$ cat config.mk
export PLATFORM = sky130hd
export DESIGN_NAME = canny_pixel_ops
export DESIGN_NICKNAME = d
export VERILOG_FILES = /design/src/rtl/canny_pixel_ops.sv
export SDC_FILE = /design/constraint.sdc
export NUM_CORES = 1
export LEC_CHECK = 0
export CORE_MARGIN = 2
export CORE_UTILIZATION = 54
export CTS_CLUSTER_SIZE = 16
export DETAILED_ROUTE_END_ITERATION = 8
export MAX_ROUTING_LAYER = met4
export PLACE_DENSITY = 0.83
export SYNTH_ARGS = -nofsm -noshare
export SYNTH_HDL_FRONTEND = slang
export SYNTH_SLANG_ARGS = --single-unit
$ cat constraint.sdc
create_clock -name clk -period 8.9 [get_ports clk]
set_input_delay 0.89 -clock clk [delete_from_list [all_inputs] [get_ports clk]]
set_output_delay 0.89 -clock clk [all_outputs]
set_load 0.05 [all_outputs]
$ cat src/rtl/canny_pixel_ops.sv
// canny_pixel_ops: per-pixel datapaths of the Canny pipeline -- 3x3 Gaussian
// smoothing, Sobel gradient (magnitude + quantised direction) and double threshold.
module canny_pixel_ops #(
  parameter int unsigned LOW_THRESH  = 50,
  parameter int unsigned HIGH_THRESH = 100
) (
  input  logic        clk,
  input  logic        rstN,
  input  logic [71:0] gaussian_data_in,
  input  logic        gaussian_data_in_valid,
  output logic [7:0]  gaussian_pixel_out,
  output logic        gaussian_pixel_out_valid,
  input  logic [71:0] gradient_data_in,
  input  logic        gradient_data_in_valid,
  output logic [7:0]  pixel_out_x,
  output logic [7:0]  pixel_out_y,
  output logic        pixel_xy_valid,
  output logic [10:0] gradient_magnitude,
  output logic [1:0]  gradient_direction,
  output logic [7:0]  pixel_out,
  output logic        gradient_out_valid,
  input  logic [10:0] magnitude,
  input  logic        mag_valid,
  output logic [1:0]  strength,
  output logic        str_valid
);

  localparam int unsigned PW   = 8;   // pixel width
  localparam int unsigned WINW = 72;  // 3x3 window width
  localparam int unsigned MW   = 11;  // gradient / magnitude width
  localparam int unsigned SW   = 12;  // Gaussian accumulator width
  localparam int unsigned PRW  = 20;  // direction comparison product width

  function automatic logic [PW-1:0] px(input logic [WINW-1:0] w, input int unsigned k);
    return w[PW*k +: PW];
  endfunction

  // Weighted column/row sum a + 2b + c used by both Sobel kernels
  function automatic logic [MW-1:0] tri_sum(input logic [PW-1:0] a, input logic [PW-1:0] b,
                                             input logic [PW-1:0] c);
    return MW'(a) + (MW'(b) << 1) + MW'(c);
  endfunction

  function automatic logic [MW-1:0] abs_val(input logic signed [MW-1:0] v);
    return v[MW-1] ? MW'(-v) : MW'(v);
  endfunction

  function automatic logic [PW-1:0] sat8(input logic [MW-1:0] v);
    return (v > MW'(255)) ? PW'(255) : v[PW-1:0];
  endfunction

  logic [SW-1:0]        gauss_sum;
  logic [PW-1:0]        gauss_pix_d, gauss_pix_q;
  logic                 gauss_vld_q;

  logic signed [MW-1:0] gx_d, gy_d, gx_q, gy_q;
  logic [PW-1:0]        px_x_d, px_y_d, px_x_q, px_y_q;
  logic                 xy_vld_q;

  logic [MW-1:0]        ax, ay;
  logic [PRW-1:0]       ay256, ax106, ax618;
  logic [MW-1:0]        mag_d, mag_q;
  logic [1:0]           dir_d, dir_q;
  logic [PW-1:0]        pix_d, pix_q;
  logic                 grad_vld_q;

  logic [1:0]           str_d, str_q;
  logic                 str_vld_q;

  // Gaussian: 1-2-1 / 2-4-2 / 1-2-1 kernel, normalised by 16 with truncation
  always_comb begin
    gauss_sum = SW'(px(gaussian_data_in, 0)) + (SW'(px(gaussian_data_in, 1)) << 1)
              + SW'(px(gaussian_data_in, 2)) + (SW'(px(gaussian_data_in, 3)) << 1)
              + (SW'(px(gaussian_data_in, 4)) << 2) + (SW'(px(gaussian_data_in, 5)) << 1)
              + SW'(px(gaussian_data_in, 6)) + (SW'(px(gaussian_data_in, 7)) << 1)
              + SW'(px(gaussian_data_in, 8));
    gauss_pix_d = PW'(gauss_sum >> 4);
  end

  // Sobel stage 1: signed gradients plus saturated absolute components
  always_comb begin
    gx_d = signed'(tri_sum(px(gradient_data_in, 2), px(gradient_data_in, 5), px(gradient_data_in, 8))
                 - tri_sum(px(gradient_data_in, 0), px(gradient_data_in, 3), px(gradient_data_in, 6)));
    gy_d = signed'(tri_sum(px(gradient_data_in, 6), px(gradient_data_in, 7), px(gradient_data_in, 8))
                 - tri_sum(px(gradient_data_in, 0), px(gradient_data_in, 1), px(gradient_data_in, 2)));
    px_x_d = sat8(abs_val(gx_d));
    px_y_d = sat8(abs_val(gy_d));
  end

  // Stage 2: L1 magnitude; direction bins split at tan(22.5)~106/256 and tan(67.5)~618/256
  always_comb begin
    ax    = abs_val(gx_q);
    ay    = abs_val(gy_q);
    mag_d = ax + ay;
    pix_d = sat8(mag_d);
    ay256 = PRW'(ay) << 8;
    ax106 = PRW'(ax) * PRW'(106);
    ax618 = PRW'(ax) * PRW'(618);
    dir_d = 2'd0;
    if (ay256 <= ax106) begin
      dir_d = 2'd0;
    end else if (ay256 >= ax618) begin
      dir_d = 2'd2;
    end else if (gx_q[MW-1] == gy_q[MW-1]) begin
      dir_d = 2'd1;
    end else begin
      dir_d = 2'd3;
    end
  end

  always_comb begin
    str_d = 2'd0;
    if (magnitude >= MW'(HIGH_THRESH)) begin
      str_d = 2'd2;
    end else if (magnitude >= MW'(LOW_THRESH)) begin
      str_d = 2'd1;
    end
  end

  // Valids follow their inputs every cycle; data registers only load on valid
  always_ff @(posedge clk) begin
    if (rstN) begin
      gauss_pix_q <= '0;
      gauss_vld_q <= 1'b0;
      gx_q        <= '0;
      gy_q        <= '0;
      px_x_q      <= '0;
      px_y_q      <= '0;
      xy_vld_q    <= 1'b0;
      mag_q       <= '0;
      dir_q       <= '0;
      pix_q       <= '0;
      grad_vld_q  <= 1'b0;
      str_q       <= '0;
      str_vld_q   <= 1'b0;
    end else begin
      gauss_vld_q <= gaussian_data_in_valid;
      if (gaussian_data_in_valid) gauss_pix_q <= gauss_pix_d;
      xy_vld_q <= gradient_data_in_valid;
      if (gradient_data_in_valid) begin
        gx_q   <= gx_d;
        gy_q   <= gy_d;
        px_x_q <= px_x_d;
        px_y_q <= px_y_d;
      end
      grad_vld_q <= xy_vld_q;
      if (xy_vld_q) begin
        mag_q <= mag_d;
        dir_q <= dir_d;
        pix_q <= pix_d;
      end
      str_vld_q <= mag_valid;
      if (mag_valid) str_q <= str_d;
    end
  end

  assign gaussian_pixel_out       = gauss_pix_q;
  assign gaussian_pixel_out_valid = gauss_vld_q;
  assign pixel_out_x              = px_x_q;
  assign pixel_out_y              = px_y_q;
  assign pixel_xy_valid           = xy_vld_q;
  assign gradient_magnitude       = mag_q;
  assign gradient_direction       = dir_q;
  assign pixel_out                = pix_q;
  assign gradient_out_valid       = grad_vld_q;
  assign strength                 = str_q;
  assign str_valid                = str_vld_q;

endmodule

==> reports/results.ini, run 1 <==
[run_status]
status = finished clean

[sta]
finalSetupTns_ps = 0
slew_viol_final = 0
min_period_ps = 7190
setup_viol = 0
slew_headroom_pct = 25.2
worst_pin_slew_ps = 1120
rsz0062_at_grt = false
period_share_pct = 80.8
final_hold_viol_count = 0
fin_worst_skew_ps = 11.5
fmax_ghz = 0.139

[finish]
antenna_cells = 0
final_cells = 1579
syn_to_final_growth_pct = 24.3
drive_above_1_share_pct = 2.97
nets = 1766

[global_route]
grt.total_usage_pct = 24.9
antenna_found_initial = 0
overflow = 0
first_global_vias = 8778
grt_first_pass_wirelength_um = 40100
grt_max_degree = 76

[synth]
seq_area_frac_synth_pct = 13.8
synth_edf_count = 0
ys_types = 69
async_flop_share_pct = 0
syn_inst = 1115
syn_area_per_cell_um2 = 9.52
ys_ff_latch = 73
syn-num-nets = 1571
ys_top_cells_by_area = fa_1 29%, ha_1 17%, dfxtp_1 14%
mappedNetlistArea_um2 = 10600
synth_top_area_share_pct = 28.9
yosysTopAreaCell = fa_1
yosysWarningCount = 0
synth_ff_type = dfxtp_1

[clock_network]
cts.sinks = 73
cts_tree = built
hold_buffers = 0
cts_buffer_depth = 2
cts.clk_slew.worst_paths_ps = 60
post_cts_resized = 0
clk-insertion-delay-late_ps = 340
cts_buffers = 9
h-tree-depth = 3
root_buffer = clkbuf_16
cts_setup_buffers = 0

[setup_path]
cp-end-kind = flop
max_stage_delay_ps = 750
required_ps = 9140
critPathSlowestCell = a2111oi_0
start_kind = flop
cp_max_fo = 11
path_common_cell = inv_1
arrival_ps = 7430
setup.worst_path.class = reg -> reg

[die]
dieArea_um2 = 20800
core.rowCount = 51
core_area_um2 = 19400
chipWidth_um = 144
die_h_um = 144
ios = 211
start_util_pct = 54.7

[routing]
drt_pre_antenna_iters = 5
vias = 8381
wire_per_inst_um = 15.8
drtAntennaViolNets = 0
viasPerCell = 5.31
drt_iter0_drc = 367
route.detailed.drc = 0
routed_wirelength_um = 25000

[placement]
place_congestion = 0.914
io_buffers = 201
hpwl_um = 21200
dp_cells = 1564

[run]
timing.max_cap.violations = 0

[hold_path]
hold_class = reg -> reg

-- synthesized netlist by cell type, drive strengths merged (3+ instances only) --
cell type,number
o41ai,4
mux2i,31
a22o,3
a31oi,6
a311oi,16
nand2b,11
ha,143
dfxtp,73
o31ai,5
o21a,11
nor2b,19
a211oi,19
inv,198
and2,8
o21ai,33
nor3,20
or4,4
nand3b,5
xnor2,51
o21bai,8
buf,7
nor2,106
a21oi,41
or3,4
clkbuf,15
nand3,9
nand4,3
a21o,19
nor3b,4
nand2,22
xor2,32
fa,153
-- worst max-delay path: cells and delay by family, from the launching register on --
| kind | cells | cell delay, ps |
|---|---|---|
| adder cells (fa/ha/maj) | 7 | 2480 |
| AO/OA/AOI/OAI | 11 | 2400 |
| XOR/XNOR | 1 | 660 |
| flip-flops | 1 | 630 |
| AND/OR/NAND/NOR | 3 | 460 |
| buffers and inverters | 6 | 440 |
-- metal layers --
layer  track usage, %  up-vias  part of all wire, %
met3             3.97       59                  5.3
met1             28.1     3997                   40
met4             8.89        0                  3.4
met5                -        -                    0
met2             44.7      247                   52
li1                 -     4078                    -
-- metrics by stage --
stage / hold WS, ps / area, um^2 / worst slack (ps) / utilization [%]
after floorplan: 496 / 10600 / 2650 / -
after global placement: 439 / 12900 / 1870 / 66.5
after detailed placement: 456 / 12900 / 1760 / 66.5
after CTS: 462 / 13200 / 1730 / 68.0
after global routing: 483 / 13200 / 1230 / 68.0
final: 456 / 13200 / 1710 / 68.0
-- cell usage in the layout (no fill, tap or decap), drive strengths merged, types with 3 or more instances in the layout --
cell,netlist,final
a211oi,19,19
a21o,19,19
a21oi,41,41
a22o,3,3
a311oi,16,16
a31oi,6,6
and2,8,8
buf,7,7
clkbuf,15,9
clkdlybuf4s50,0,199
clkinv,0,5
dfxtp,73,73
fa,153,153
ha,143,143
inv,198,198
mux2i,31,31
nand2,22,22
nand2b,11,11
nand3,9,9
nand3b,5,5
nand4,3,3
nor2,106,106
nor2b,19,19
nor3,20,20
nor3b,4,4
o21a,11,11
o21ai,33,33
o21bai,8,8
o31ai,5,5
o41ai,4,4
or3,4,4
or4,4,4
xnor2,51,51
xor2,32,32
-- cells by family after synthesis --
| kind of cell | synth area share [%] |
|---|---|
| compound gates | 12.0 |
| xor+xnor | 6.99 |
| fa+ha+maj | 45.9 |
| buf+inv | 7.78 |
| flops | 13.8 |
| mux | 3.03 |
| simple gates | 10.5 |
-- registers in the layout, indices dropped and copies added (netlist names), 2 cells and up --
name                flops
gradient_magnitude     11
pixel_out               8
gx_q                   11
gaussian_pixel_out      8
pixel_out_x             8
pixel_out_y             8
strength                2
gy_q                   11
gradient_direction      2
-- cell type report --
class	instances	area, um^2
inverters	198	743
clock inverters	6	70.1
multi-input cells	822	8330
flip-flops and latches	73	1460
fillers	1484	6200
repair buffers	206	2040
well taps	265	332
clock buffers	9	225
-- path summary, 6_finish.rpt --
check | startpoint | end | slack, ps | depth (start not counted)
setup / recovery | gx_q[0] | gradient_direction[1] | 1710 | 28
hold / removal | gaussian_pixel_out[7] | gaussian_pixel_out[7] | 460 | 2
setup reg to reg | gx_q[0] | gradient_direction[1] | 1710 | 28
hold reg to reg | gaussian_pixel_out[7] | gaussian_pixel_out[7] | 460 | 2
Power of run 1 is not shown: default switching activity piles up to over one toggle a cycle in this logic, so the estimate is an artifact.
==> inputs of run 2 (changes only) <==
==> constraint.sdc (replaced) <==
create_clock -name clk -period 7.1 [get_ports clk]
set_input_delay 0.71 -clock clk [delete_from_list [all_inputs] [get_ports clk]]
set_output_delay 0.71 -clock clk [all_outputs]
set_load 0.05 [all_outputs]
==> run 2 against run 1 <==
Global-route usage is 0.15 points lower; setup slack worse by 1100 ps; critical endpoint unchanged; via count barely moved; core utilization rose by 0.16 points.
==> reports/results.ini, run 2 (synthesized netlist as in run 1, its figures left out) <==
[run_status]
status = finished clean

[die]
die_h_um = 144
start_util_pct = 54.7
chipWidth_um = 144
core_area_um2 = 19400
ios = 211
core.rowCount = 51
dieArea_um2 = 20800

[clock_network]
post_cts_resized = 0
cts_buffer_depth = 2
cts_setup_buffers = 0
cts.sinks = 73
h-tree-depth = 3
cts_tree = built
hold_buffers = 0
root_buffer = clkbuf_16
cts_buffers = 9
cts.clk_slew.worst_paths_ps = 70
clk-insertion-delay-late_ps = 350

[setup_path]
start_kind = flop
required_ps = 7350
max_stage_delay_ps = 540
cp-end-kind = flop
setup.worst_path.class = reg -> reg
cp_max_fo = 8
r2r_setup_slack_ps = 590
arrival_ps = 6760
critPathSlowestCell = fa_1

[sta]
final_hold_viol_count = 0
slew_viol_final = 0
worst_pin_slew_ps = 1080
setup_viol = 0
setup_slack_ps = 594
hold_slack_ps = 466
period_share_pct = 91.6
finalSetupTns_ps = 0
rsz0062_at_grt = false
min_period_ps = 6510
fin_worst_skew_ps = 18.3
slew_headroom_pct = 27.8
fmax_ghz = 0.154

[routing]
vias = 8374
wire_per_inst_um = 15.5
drtAntennaViolNets = 0
routed_wirelength_um = 24600
drt_iter0_drc = 334
viasPerCell = 5.28
route.detailed.drc = 0
drt_pre_antenna_iters = 5

[finish]
multi_input_area_um2 = 8330
nFillCells = 1498
final_cell_mix = 199 x clkdlybuf4s50_1, 197 x inv_1, 153 x fa_1
layout_commonest_cell = clkdlybuf4s50_1
syn_to_final_growth_pct = 24.6
drive_above_1_share_pct = 3.48
antenna_cells = 0
nets = 1773
fin_area_um2 = 13200
layout.area.seq_um2 = 1460

[global_route]
grt_max_degree = 76
antenna_found_initial = 0
grt_first_pass_wirelength_um = 39900
first_global_vias = 8683
overflow = 0
grt.total_usage_pct = 24.7

[placement]
place_ws_ps = 647
hpwl_um = 21400
io_buffers = 201
place_congestion = 0.913
dpl_cell_area_um2 = 13000

[run]
timing.max_cap.violations = 0

[hold_path]
hold_class = reg -> reg

[run 2: final cells by class]
cell class              instances  area share, %
inverters                     198           5.62
well taps                     265           2.51
clock inverters                 5          0.236
flip-flops and latches         73           11.0
multi-input cells             822           63.0
repair buffers                213           15.8
clock buffers                  11           1.83
[run 2: metal layers]
layer | up-vias | GRT usage (%) | routed length [um]
met3 | 40 | 3.84 | 1360
met5 | - | - | 0
li1 | 4095 | - | -
met1 | 4033 | 28.4 | 9790
met4 | 0 | 6.03 | 514
met2 | 206 | 45.4 | 12900
[run 2: path summary, 6_finish.rpt]
check / startpoint / endpoint / cells past startpoint
max: gx_q[2] / gradient_direction[1] / 26
min: gaussian_pixel_out[5] / gaussian_pixel_out[5] / 2
max reg2reg: gx_q[2] / gradient_direction[1] / 26
min reg2reg: gaussian_pixel_out[5] / gaussian_pixel_out[5] / 2
[run 2: stage by stage]
stage	instances	util, %
6_report	1587	68.2
5_1_grt	1587	68.2
4_1_cts	1587	68.2
3_5_place_dp	1571	66.8
3_3_place_gp	1571	66.8
2_1_floorplan	1115	-
[run 2: critical path: cells and delay by family (launching register included)]
| family | cells | cell delay, ps |
|---|---|---|
| buffers and inverters | 4 | 470 |
| xor gates and xnor gates | 2 | 400 |
| and+or+nand+nor | 3 | 640 |
| DFF | 1 | 390 |
| AOI/OAI and AO/OA | 11 | 2010 |
| adders and majority gates | 6 | 2500 |
Power of run 2 is left out for the same reason.
